### src/rtl/riscv_mem_pkg.sv
// Shared definitions for the load/store path: funct3 codes, response causes
// and the LSU sequencing states.
package riscv_mem_pkg;

    localparam logic [2:0] F3_LB  = 3'b000;
    localparam logic [2:0] F3_LH  = 3'b001;
    localparam logic [2:0] F3_LW  = 3'b010;
    localparam logic [2:0] F3_LBU = 3'b100;
    localparam logic [2:0] F3_LHU = 3'b101;
    localparam logic [2:0] F3_SB  = 3'b000;
    localparam logic [2:0] F3_SH  = 3'b001;
    localparam logic [2:0] F3_SW  = 3'b010;
    localparam logic [2:0] F3_NOP = 3'b011;

    localparam logic [1:0] CAUSE_NONE     = 2'b00;
    localparam logic [1:0] CAUSE_ILLEGAL  = 2'b01;
    localparam logic [1:0] CAUSE_MISALIGN = 2'b10;
    localparam logic [1:0] CAUSE_FAULT    = 2'b11;

    typedef enum logic [1:0] {
        ST_IDLE  = 2'b00,
        ST_ISSUE = 2'b01,
        ST_WAIT  = 2'b10,
        ST_RESP  = 2'b11
    } lsu_state_e;

    // Access width in bytes from the low funct3 bits (11 never reaches memory).
    function automatic logic [2:0] access_size(input logic [1:0] sz);
        case (sz)
            2'b00:   access_size = 3'd1;
            2'b01:   access_size = 3'd2;
            default: access_size = 3'd4;
        endcase
    endfunction

endpackage

### src/rtl/lsu_check.sv
// Combinational legality checker for a load/store request: funct3, alignment
// and address range, reported as a single prioritized cause.
module lsu_check
    import riscv_mem_pkg::*;
#(
    parameter int unsigned MEM_BYTES = 4096
) (
    input  logic        we_i,
    input  logic [2:0]  funct3_i,
    input  logic [31:0] addr_i,
    output logic        err_o,
    output logic [1:0]  cause_o
);

    logic        illegal;
    logic        misaligned;
    logic        fault;
    logic [32:0] end_addr;

    always_comb begin
        if (we_i) illegal = funct3_i[2] | (funct3_i[1:0] == 2'b11);
        else      illegal = (funct3_i == F3_NOP) | (funct3_i[2:1] == 2'b11);
    end

    assign misaligned = ((funct3_i[1:0] == 2'b01) & addr_i[0]) |
                        ((funct3_i[1:0] == 2'b10) & (addr_i[1:0] != 2'b00));

    // 33-bit sum so an address near 2^32 cannot wrap back into range.
    assign end_addr = {1'b0, addr_i} + {30'd0, access_size(funct3_i[1:0])};
    assign fault    = end_addr > 33'(MEM_BYTES);

    always_comb begin
        cause_o = CAUSE_NONE;
        if (illegal)         cause_o = CAUSE_ILLEGAL;
        else if (misaligned) cause_o = CAUSE_MISALIGN;
        else if (fault)      cause_o = CAUSE_FAULT;
    end

    assign err_o = illegal | misaligned | fault;

endmodule

### src/rtl/lsu_ctrl.sv
// Load/store control unit: accepts one request at a time, sequences it onto
// the registered-read data memory and returns exactly one response.
module lsu_ctrl
    import riscv_mem_pkg::*;
#(
    parameter int unsigned MEM_BYTES = 4096
) (
    input  logic        clk,
    input  logic        rst,
    input  logic        req_valid,
    output logic        req_ready,
    input  logic        req_we,
    input  logic [2:0]  req_funct3,
    input  logic [31:0] req_addr,
    input  logic [31:0] req_wdata,
    output logic        rsp_valid,
    input  logic        rsp_ready,
    output logic [31:0] rsp_rdata,
    output logic        rsp_err,
    output logic [1:0]  rsp_cause,
    output logic [31:0] mem_addr,
    output logic [31:0] mem_WriteData,
    output logic [2:0]  mem_funct3,
    output logic        mem_MemWrite,
    output logic        mem_MemRead,
    input  logic [31:0] mem_ReadData
);

    lsu_state_e  state_q, state_d;
    logic        we_q;
    logic [2:0]  f3_q;
    logic [31:0] addr_q;
    logic [31:0] wdata_q;
    logic [31:0] rdata_q;
    logic        err_q;
    logic [1:0]  cause_q;
    logic        chk_err;
    logic [1:0]  chk_cause;
    logic        accept;
    logic        busy;

    lsu_check #(.MEM_BYTES(MEM_BYTES)) u_check (
        .we_i     (req_we),
        .funct3_i (req_funct3),
        .addr_i   (req_addr),
        .err_o    (chk_err),
        .cause_o  (chk_cause)
    );

    assign req_ready = (state_q == ST_IDLE) & ~rst;
    assign accept    = req_valid & req_ready;

    always_ff @(posedge clk or posedge rst) begin
        if (rst) begin
            state_q <= ST_IDLE;
            we_q    <= 1'b0;
            f3_q    <= F3_NOP;
            addr_q  <= '0;
            wdata_q <= '0;
            rdata_q <= '0;
            err_q   <= 1'b0;
            cause_q <= CAUSE_NONE;
        end else begin
            state_q <= state_d;
            if (accept) begin
                we_q    <= req_we;
                f3_q    <= req_funct3;
                addr_q  <= req_addr;
                wdata_q <= req_wdata;
                rdata_q <= '0;
                err_q   <= chk_err;
                cause_q <= chk_cause;
            end
            // Memory output is valid the cycle after ISSUE sampled the address.
            if (state_q == ST_WAIT) rdata_q <= mem_ReadData;
        end
    end

    always_comb begin
        state_d = state_q;
        case (state_q)
            ST_IDLE:  if (accept) state_d = chk_err ? ST_RESP : ST_ISSUE;
            ST_ISSUE: state_d = we_q ? ST_RESP : ST_WAIT;
            ST_WAIT:  state_d = ST_RESP;
            ST_RESP:  if (rsp_ready) state_d = ST_IDLE;
            default:  state_d = ST_IDLE;
        endcase
    end

    // Memory port depends only on state and latched fields; NOP funct3 keeps
    // the free-running memory read output frozen while idle.
    always_comb begin
        busy          = (state_q == ST_ISSUE) | (state_q == ST_WAIT);
        mem_addr      = busy ? addr_q  : '0;
        mem_WriteData = busy ? wdata_q : '0;
        mem_funct3    = busy ? f3_q    : F3_NOP;
        mem_MemWrite  = ~rst & (state_q == ST_ISSUE) & we_q;
        mem_MemRead   = ~rst & (state_q == ST_ISSUE) & ~we_q;
    end

    assign rsp_valid = (state_q == ST_RESP);
    assign rsp_rdata = rdata_q;
    assign rsp_err   = err_q;
    assign rsp_cause = cause_q;

endmodule

### config.mk
export PLATFORM = sky130hd
export DESIGN_NAME = lsu_ctrl
export DESIGN_NICKNAME = d
export VERILOG_FILES = /design/src/rtl/riscv_mem_pkg.sv /design/src/rtl/lsu_check.sv /design/src/rtl/lsu_ctrl.sv
export SDC_FILE = /design/constraint.sdc
export NUM_CORES = 1
export LEC_CHECK = 0
export BUFFER_PORTS_ARGS = -buffer_cell sky130_fd_sc_hd__buf_4
export CAP_MARGIN = 10
export CORE_MARGIN = 10
export CORE_UTILIZATION = 49
export CTS_BUF_LIST = sky130_fd_sc_hd__clkbuf_4 sky130_fd_sc_hd__clkbuf_8 sky130_fd_sc_hd__clkbuf_16
export CTS_CLUSTER_SIZE = 16
export DETAILED_ROUTE_END_ITERATION = 10
export GPL_TIMING_DRIVEN = 0
export PLACE_DENSITY = 0.86
export SETUP_SLACK_MARGIN = 0.4
export SYNTH_ARGS = -nofsm -noshare
export SYNTH_HDL_FRONTEND = slang
export SYNTH_SLANG_ARGS = --single-unit
### constraint.sdc
create_clock -name clk -period 4.48 [get_ports clk]
set_input_delay 0.448 -clock clk [delete_from_list [all_inputs] [get_ports clk]]
set_output_delay 0.448 -clock clk [all_outputs]
set_load 0.005 [all_outputs]
==> results of run 1 <==
[power by group]
part / internal (mW) / switching (mW) / total [mW]
Sequential: 1.42 / 0.228 / 1.65
Clock: 0.234 / 0.317 / 0.551
Combinational: 1.36 / 1.06 / 2.42
Total: 3.02 / 1.61 / 4.62
[how the worst max path moves through the flow]
stage | from | end | slack (ns) | cells after the start
after floorplan | rst | mem_MemWrite | 1.03 | 2
after global placement | rst | mem_MemWrite | 0.002 | 4
after detailed placement | req_funct3[1] | state_q[1] | 1.01 | 12
after CTS | req_funct3[1] | state_q[1] | 1.39 | 12
after global routing | req_funct3[1] | state_q[1] | 1.18 | 11
final | req_funct3[1] | state_q[1] | 1.39 | 12
[synthesized netlist by cell type, types with 2 or more instances]
cell type | n | share of area, %
dfrtp_1 | 103 | 48
nand2_1 | 76 | 5.3
and2_1 | 67 | 7.9
mux2_2 | 67 | 14
o21ai_0 | 40 | 3.7
clkbuf_1 | 21 | 1.5
nor2_1 | 11 | 0.77
nand3_1 | 9 | 0.84
xnor2_1 | 9 | 1.5
ha_1 | 8 | 1.9
nand4_1 | 7 | 0.82
a21oi_1 | 6 | 0.56
and3_1 | 6 | 0.70
buf_1 | 6 | 0.42
nor3_1 | 6 | 0.56
a211oi_1 | 5 | 0.70
and4_1 | 4 | 0.66
inv_1 | 4 | 0.28
nor2b_1 | 4 | 0.47
a31oi_1 | 3 | 0.35
a311oi_1 | 2 | 0.33
a41oi_1 | 2 | 0.33
dfstp_2 | 2 | 0.98
mux2i_1 | 2 | 0.37
nand2b_1 | 2 | 0.23
nor3b_1 | 2 | 0.28
o211ai_1 | 2 | 0.28
o22ai_1 | 2 | 0.23
o31ai_1 | 2 | 0.28
xor2_1 | 2 | 0.33
[flip-flops by register name (all words and copies together), names as in the netlist]
signal     cells
addr_q        32
rsp_rdata     32
wdata_q       32
f3_q           3
rsp_cause      2
state_q        2
rsp_err        1
we_q           1
[through the flow]
stage,cell area (µm²),power [mW]
after global placement,7070,4.04
after floorplan,5340,2.76
after global routing,7270,5.01
after CTS,7270,4.69
final,7270,4.62
after detailed placement,7100,4.14
[critical path, cell delays in order]
cell	delay, ns
buf_4	0.13
nor2_1	0.11
ha_1	0.19
fa_1	0.24
a21o_1	0.19
nand4_1	0.34
nor4b_4	0.40
o221ai_2	0.17
a2111oi_4	0.43
nand3_2	0.18
nor4b_2	0.37
o22ai_1	0.13
[cell families (layout without fill, tap and decap cells)]
group	count (synthesis)	count (layout)	share of synthesized area, %
AND/OR/NAND/NOR	204	204	20.6
flip-flops	105	105	49.3
AO/OA/AOI/OAI	76	76	9.33
multiplexers	69	69	14.5
buffers and inverters	32	255	2.27
XOR/XNOR	11	11	1.80
adder cells (fa/ha/maj)	9	9	2.25
[cell usage in the layout, fill, tap and decap left out, types with 2 or more instances in the layout]
cell        count
dfstp_2         2
o22ai_1         2
clkbuf_4        3
nor2_1         11
mux2_2         67
o31ai_1         2
nor3_1          6
and4_1          4
mux2i_1         2
ha_1            8
nand2b_1        2
a41oi_1         2
nand2_1        76
a311oi_1        2
buf_4         207
inv_1           3
nor3b_1         2
xnor2_1         9
and3_1          6
a211oi_1        5
o211ai_1        2
nand4_1         7
nor2b_1         4
a31oi_1         3
and2_1         67
clkbuf_8       10
o21ai_0        40
buf_1           6
clkinvlp_4      2
nand3_1         9
dfrtp_1       103
clkbuf_1       21
a21oi_1         6
xor2_1          2
[routing by layer]
layer / share of wire (%) / vias up
met2: 48 / 203
met3: 12 / 22
li1: - / 2200
met4: 1.8 / 0
met1: 38 / 2202
met5: 0 / -
[layout make-up]
type | count | area [µm²]
clock buffers | 13 | 160
clock inverters | 2 | 15.0
well taps | 140 | 175
fillers | 829 | 3470
multi-input cells | 369 | 2590
flip-flops and latches | 105 | 2630
repair buffers | 208 | 1580
plain buffers | 28 | 106
inverters | 4 | 17.5
==> qor.yml, run 1 <==
status: "finished, final reports clean"
cts_tree: "done"
rsz0062_at_grt: "false"
die-area_um2: 15500
final_core_util_pct: 67.7
synth_edf_count: 0
finalSetupViolations: 0
overflow: 0
avgSynthCellArea_um2: 10.6
setup.worst_path.end_class: "flop"
min_period_ns: 3.09
ys_seq_area_share_pct: 49.3
pre_cts_slack_ns: 1.01
post-route-period-util_pct: 69.0
path_max_fanout: 6
ys_seq_elements: 105
io_buffers: 207
drc: 0
startpoint_type: "primary input"
r2r-end: "state_q[0]"
clockBufferDepth: 2
wl_um: 15800
relSlewSlack_pct: 50.8
pin_count: 210
leakagePower_nw: 3.45
max_clock_freq_mhz: 324
drt-pass1-iter-count: 4
setup_tns_ns: 0
diodes: 0
die_h_um: 124
maxSlewViolCount: 0
grt_use_met1_pct: 21.9
cts_setup_buffers: 0
nets: 838
r2r_start: "state_q[0]"
peakVddDrop_mv: 0.348
initial_core_util_pct: 49.7
fin_cells: 869
busiest_layer: "met2"
cts.sinks: 105
hold_violations: 0
first_global_vias: 4984
die_w_um: 124
cts_buffers: 9
ctsResizeCount: 0
ys_types: 54
worst_slack_ns: 1.39
use_met3_pct: 9.87
antenna_found_initial: 0
skew_ns: 0.0112
cts_root_buf: "clkbuf_8"
vias: 4627
hold_buffers: 0
initialDrtViolationCount: 285
synth_ff_type: "dfrtp_1"
r2r_setup_slack_ns: 1.79
track_usage_pct: 20.0
grt_pass1_wl_um: 25500
dpl.cell_count: 854
power_density_nw_per_um2: 635
yosysWarningCount: 0
num_rows: 38
cap_violations: 0
core_um2: 10700
whs_ns: 0.218
synth_fp_nets: 619
cp.arrival_ns: 3.33
htree_levels: 3
hold_path.class: "in2async"
crit_required_ns: 4.72
worstSkewPairLatency_ns: 0.37
grt_use_met2_pct: 33.0
wl_per_cell_um: 18.2
finalWeightedCongestion: 0.955
syn_inst: 506
drive_gt1_share_pct: 41.4
ant_nets: 0
syn_area_um2: 5340
vias_per_cell: 5.32
worstMarginPinSlew_ns: 0.738
async_reset_ff_share_pct: 100
dp_hpwl_um: 12700
crit_type: "in2reg"
area_growth_pct: 36.2
path_clk_slew_ns: 0.09
grt_max_degree: 58
worst_r2r_path_depth: 8
No activity file was read; power rests on OpenSTA's default activity.
==> run 2, diff against run 1 <==
CORE_UTILIZATION = 44   (was 49)
PLACE_DENSITY = 0.82   (was 0.86)
clock period = 2.8 ns   (was 4.48 ns; I/O delays follow)
==> qor.yml, run 2 (same netlist as run 1, synthesis figures left out) <==
status: "finished, final reports clean"
hold_path.class: "in2async"
placed_area_um2: 7170
finalWeightedCongestion: 0.922
drc: 0
hold_violations: 0
first_global_vias: 4904
worst_r2r_path_depth: 8
maxSlewViolCount: 0
die-area_um2: 16900
cp.arrival_ns: 2.68
post-route-period-util_pct: 87.5
pin_count: 210
worstSkewPairLatency_ns: 0.35
htree_levels: 3
postLayoutCellArea_um2: 7750
busiest_layer: "met2"
cap_violations: 0
path_clk_slew_ns: 0.07
initialDrtViolationCount: 499
crit_path_top_delay_cell: "fa_2"
path_cells: "buf_8, nor2_4, ha_4, fa_2, a21o_1, buf_4, a211oi_1, a41o_1, o211ai_1, o41ai_2, nand3_2, nor4b_2, o22ai_1"
path_max_fanout: 5
rsz0062_at_grt: "true"
slowest_delay_ns: 0.38
initial_core_util_pct: 44.6
cts.sinks: 105
mostFrequentLayoutCell: "buf_4"
clockBufferDepth: 2
crit_required_ns: 3.03
power_density_nw_per_um2: 1030
wl_per_cell_um: 18.6
setup_tns_ns: 0
seqCellArea_um2: 2630
leakagePower_nw: 3.64
die_h_um: 130
min_period_ns: 2.45
startpoint_type: "primary input"
cts_buffers: 9
worstMarginPinSlew_ns: 0.941
grt_pass1_wl_um: 25200
grt_use_met1_pct: 21.6
wl_um: 16600
area_growth_pct: 45.1
setup.worst_path.end_class: "flop"
cp_top_family: "compound AO/OA/AOI/OAI gates"
hold_buffers: 0
nets: 851
multiInputGateArea_um2: 2760
num_rows: 40
cts_root_buf: "clkbuf_16"
io_buffers: 207
drt-pass1-iter-count: 6
drive_gt1_share_pct: 46.0
vias_per_cell: 5.38
vias: 4785
grt_max_degree: 42
crit_type: "in2reg"
power_mw: 8.00
skew_ns: 0.00501
die_w_um: 130
grt_use_met2_pct: 31.2
overflow: 0
finalSetupViolations: 0
most-common-layout-cells: "214 x buf_4, 103 x dfrtp_1, 75 x nand2_1"
diodes: 0
track_usage_pct: 18.8
cts_tree: "done"
max_clock_freq_mhz: 408
antenna_found_initial: 0
ant_nets: 0
relSlewSlack_pct: 36.9
cp.depth: 13
path_buf_inv: 2
peakVddDrop_mv: 0.598
dp_hpwl_um: 12600
core_um2: 12000
filler_cell_count: 921
use_met3_pct: 6.00
run 2: changes by cell type in the layout (fill, tap and decap cells not counted), moves of 3 or more:
cell | previous run | this run
clkbuf_16 | 0 | 9
clkbuf_8 | 10 | 2
buf_4 | 207 | 214
clkbuf_1 | 21 | 16
a21oi_1 | 6 | 3
buf_12 | 0 | 3
clkbuf_2 | 0 | 3
ha_1 | 8 | 5
run 2: report_power, final:
part | leakage [nW] | switching, mW | internal, mW
Sequential | 1.27 | 0.367 | 2.28
Combinational | 2.20 | 1.73 | 2.23
Clock | 0.162 | 0.569 | 0.830
run 2: worst paths after layout:
| check | slack [ns] | startpoint | endpoint |
|---|---|---|---|
| max in group asynchronous | 2.21 | rst | f3_q[1] |
| max reg2reg | 0.61 | state_q[0] | rsp_rdata[4] |
| max | 0.35 | req_funct3[0] | state_q[1] |
| min in group clk | 0.13 | mem_ReadData[19] | rsp_rdata[19] |
| min | 0.005 | rst | addr_q[8] |
| min reg2reg | 0.50 | addr_q[12] | addr_q[12] |
run 2: cell type report:
cell class	instances	share of cell area [%]
Buffer	28	1.49
Clock buffer	11	3.26
Clock inverter	5	1.00
Inverter	4	0.242
Multi-Input combinational cell	369	35.6
Sequential cell	105	33.9
Tap cell	147	2.37
Timing Repair Buffer	220	22.0
Timing Repair inverter	1	0.0646
run 2: metal layers:
layer  wire [µm]  vias up
met5           0        -
met4         488        0
met3        1700       37
met2        8180      235
met1        6190     2281
li1            -     2232
run 2: timing repair:
item / in CTS / in global routing
resized for setup: 13 / 25
setup buffers: 4 / 7
gates cloned: 0 / 1
pin swaps: 3 / 21
setup endpoints to repair: 49 / 40
run 2: through the flow:
step	cells	util, %	hold WS [ns]	worst slack (ns)
global placement	860	59.6	0.474	-0.563
global route	890	64.8	0.0317	0.242
floorplan	506	-	0.401	0.300
finish	890	64.8	0.00502	0.349
CTS	882	63.4	0.124	0.347
detailed placement	862	59.9	0.478	-0.141
==> run 3, diff against run 2 <==
SETUP_SLACK_MARGIN = default   (was 0.4)
==> qor.yml, run 3 (same netlist as run 1, synthesis figures left out) <==
core_um2: 12000
cap_violations: 0
grt_max_degree: 41
r2r_start: "state_q[0]"
cp.arrival_ns: 2.90
status: "finished, final reports clean"
setup.worst_path.end_class: "flop"
grt_pass1_wl_um: 24900
power_density_nw_per_um2: 1050
cts_root_buf: "clkbuf_16"
finalSetupViolations: 0
seqPwrFrac_pct: 33.8
hold_violations: 0
min_period_ns: 2.68
leakagePower_nw: 3.53
r2r-end: "rsp_rdata[18]"
track_usage_pct: 18.4
swShare_pct: 33.5
dp_hpwl_um: 12700
switchingPower_mw: 2.62
drive_gt1_share_pct: 42.8
io_buffers: 207
pre_cts_slack_ns: -0.328
worstMarginPinSlew_ns: 0.914
crit_type: "in2reg"
mostFrequentLayoutCell: "buf_4"
ant_nets: 0
crit_path_top_delay_cell: "o41ai_1"
comb_power_share_pct: 49.8
die_h_um: 130
skew_ns: 0.00505
most-common-layout-cells: "209 x buf_4, 103 x dfrtp_1, 76 x nand2_1"
die-area_um2: 16900
path_clk_slew_ns: 0.07
htree_levels: 3
wl_per_cell_um: 18.1
hold_path.class: "in2async"
path_max_fanout: 6
peakVddDrop_mv: 0.573
pwr-share-clk_pct: 16.5
drc: 0
worst_r2r_path_depth: 8
hold_buffers: 0
slowest_delay_ns: 0.47
drt-pass1-iter-count: 4
cts.sinks: 105
cts_tree: "done"
wl_um: 15900
power_mw: 7.83
p_int_mw: 5.20
initialDrtViolationCount: 346
vias_per_cell: 5.40
startpoint_type: "primary input"
worst_slack_ns: 0.122
clockBufferDepth: 2
filler_cell_count: 989
multiInputGateArea_um2: 2620
post-route-period-util_pct: 95.6
maxSlewViolCount: 0
crit_required_ns: 3.02
finalWeightedCongestion: 0.874
area_growth_pct: 40.0
initial_core_util_pct: 44.6
seqCellArea_um2: 2630
first_global_vias: 4947
relSlewSlack_pct: 38.9
rsz0062_at_grt: "true"
path_cells: "buf_4, clkbuf_1, ha_1, a21oi_1, a211oi_4, clkbuf_2, a211oi_1, a41oi_1, o41ai_1, nand3_2, nor4b_2, o22ai_1"
r2r_setup_slack_ns: 0.23
die_w_um: 130
vias: 4753
pin_count: 210
overflow: 0
antenna_found_initial: 0
final_core_util_pct: 62.5
num_rows: 40
max_clock_freq_mhz: 373
cts_buffers: 9
diodes: 0
worstSkewPairLatency_ns: 0.35
nets: 841
==> run 3: timing repair <==
item / CTS / global route
gates resized for setup: 0 / 8
buffers inserted: 0 / 3
setup endpoints to repair: 0 / 14
==> run 3: stage by stage <==
step	TNS, ns	std cells	area (µm²)	hold WS (ns)
finish	0	880	7470	0.135
global route	-0.00690	880	7470	0.132
CTS	0	878	7420	0.122
detailed placement	-0.753	862	7120	0.468
global placement	-1.42	860	7080	0.463
floorplan	0	506	5340	0.401
==> run 3: layer usage <==
layer	vias to the layer above	wire (µm)	global-route usage [%]
met5	-	0	0
met4	0	388	7.47
met3	26	1650	6.77
met2	198	7860	31.6
met1	2318	6020	20.2
li1	2211	-	-
==> run 3: worst max-delay path by stage <==
stage,slack (ns),start,depth (start not counted),end
2_1_floorplan,0.18,req_funct3[1],10,state_q[1]
5_1_grt,-0.007,req_funct3[1],12,state_q[1]
3_5_place_dp,-0.33,req_funct3[1],11,state_q[1]
4_1_cts,0.006,req_funct3[1],11,state_q[1]
6_report,0.12,req_funct3[1],12,state_q[1]
3_3_place_gp,-0.70,rst,4,mem_MemWrite
==> run 3: cell type report <==
class | instances | share of cell area (%)
Clock inverter | 3 | 0.536
Timing Repair Buffer | 212 | 21.6
Sequential cell | 105 | 35.2
Tap cell | 147 | 2.46
Multi-Input combinational cell | 369 | 35.1
Buffer | 27 | 1.37
Inverter | 4 | 0.251
Clock buffer | 13 | 3.50
==> run 3: power groups by stage <==
stage / Sequential, mW / Clock [mW] / Combinational, mW
after floorplan: 2.58 / 0 / 1.84
after global placement: 2.61 / 0 / 3.85
after CTS: 2.64 / 1.32 / 3.98
after detailed placement: 2.67 / 0 / 3.97
after global routing: 2.73 / 1.38 / 4.32
final: 2.64 / 1.29 / 3.90
==> run 3: worst max-delay path, delay by kind of cell <==
family	cells	cell delay [ns]
and+or+nand+nor	2	0.49
AOI/OAI and AO/OA	6	1.36
adders and majority gates	1	0.36
buffers and inverters	3	0.40
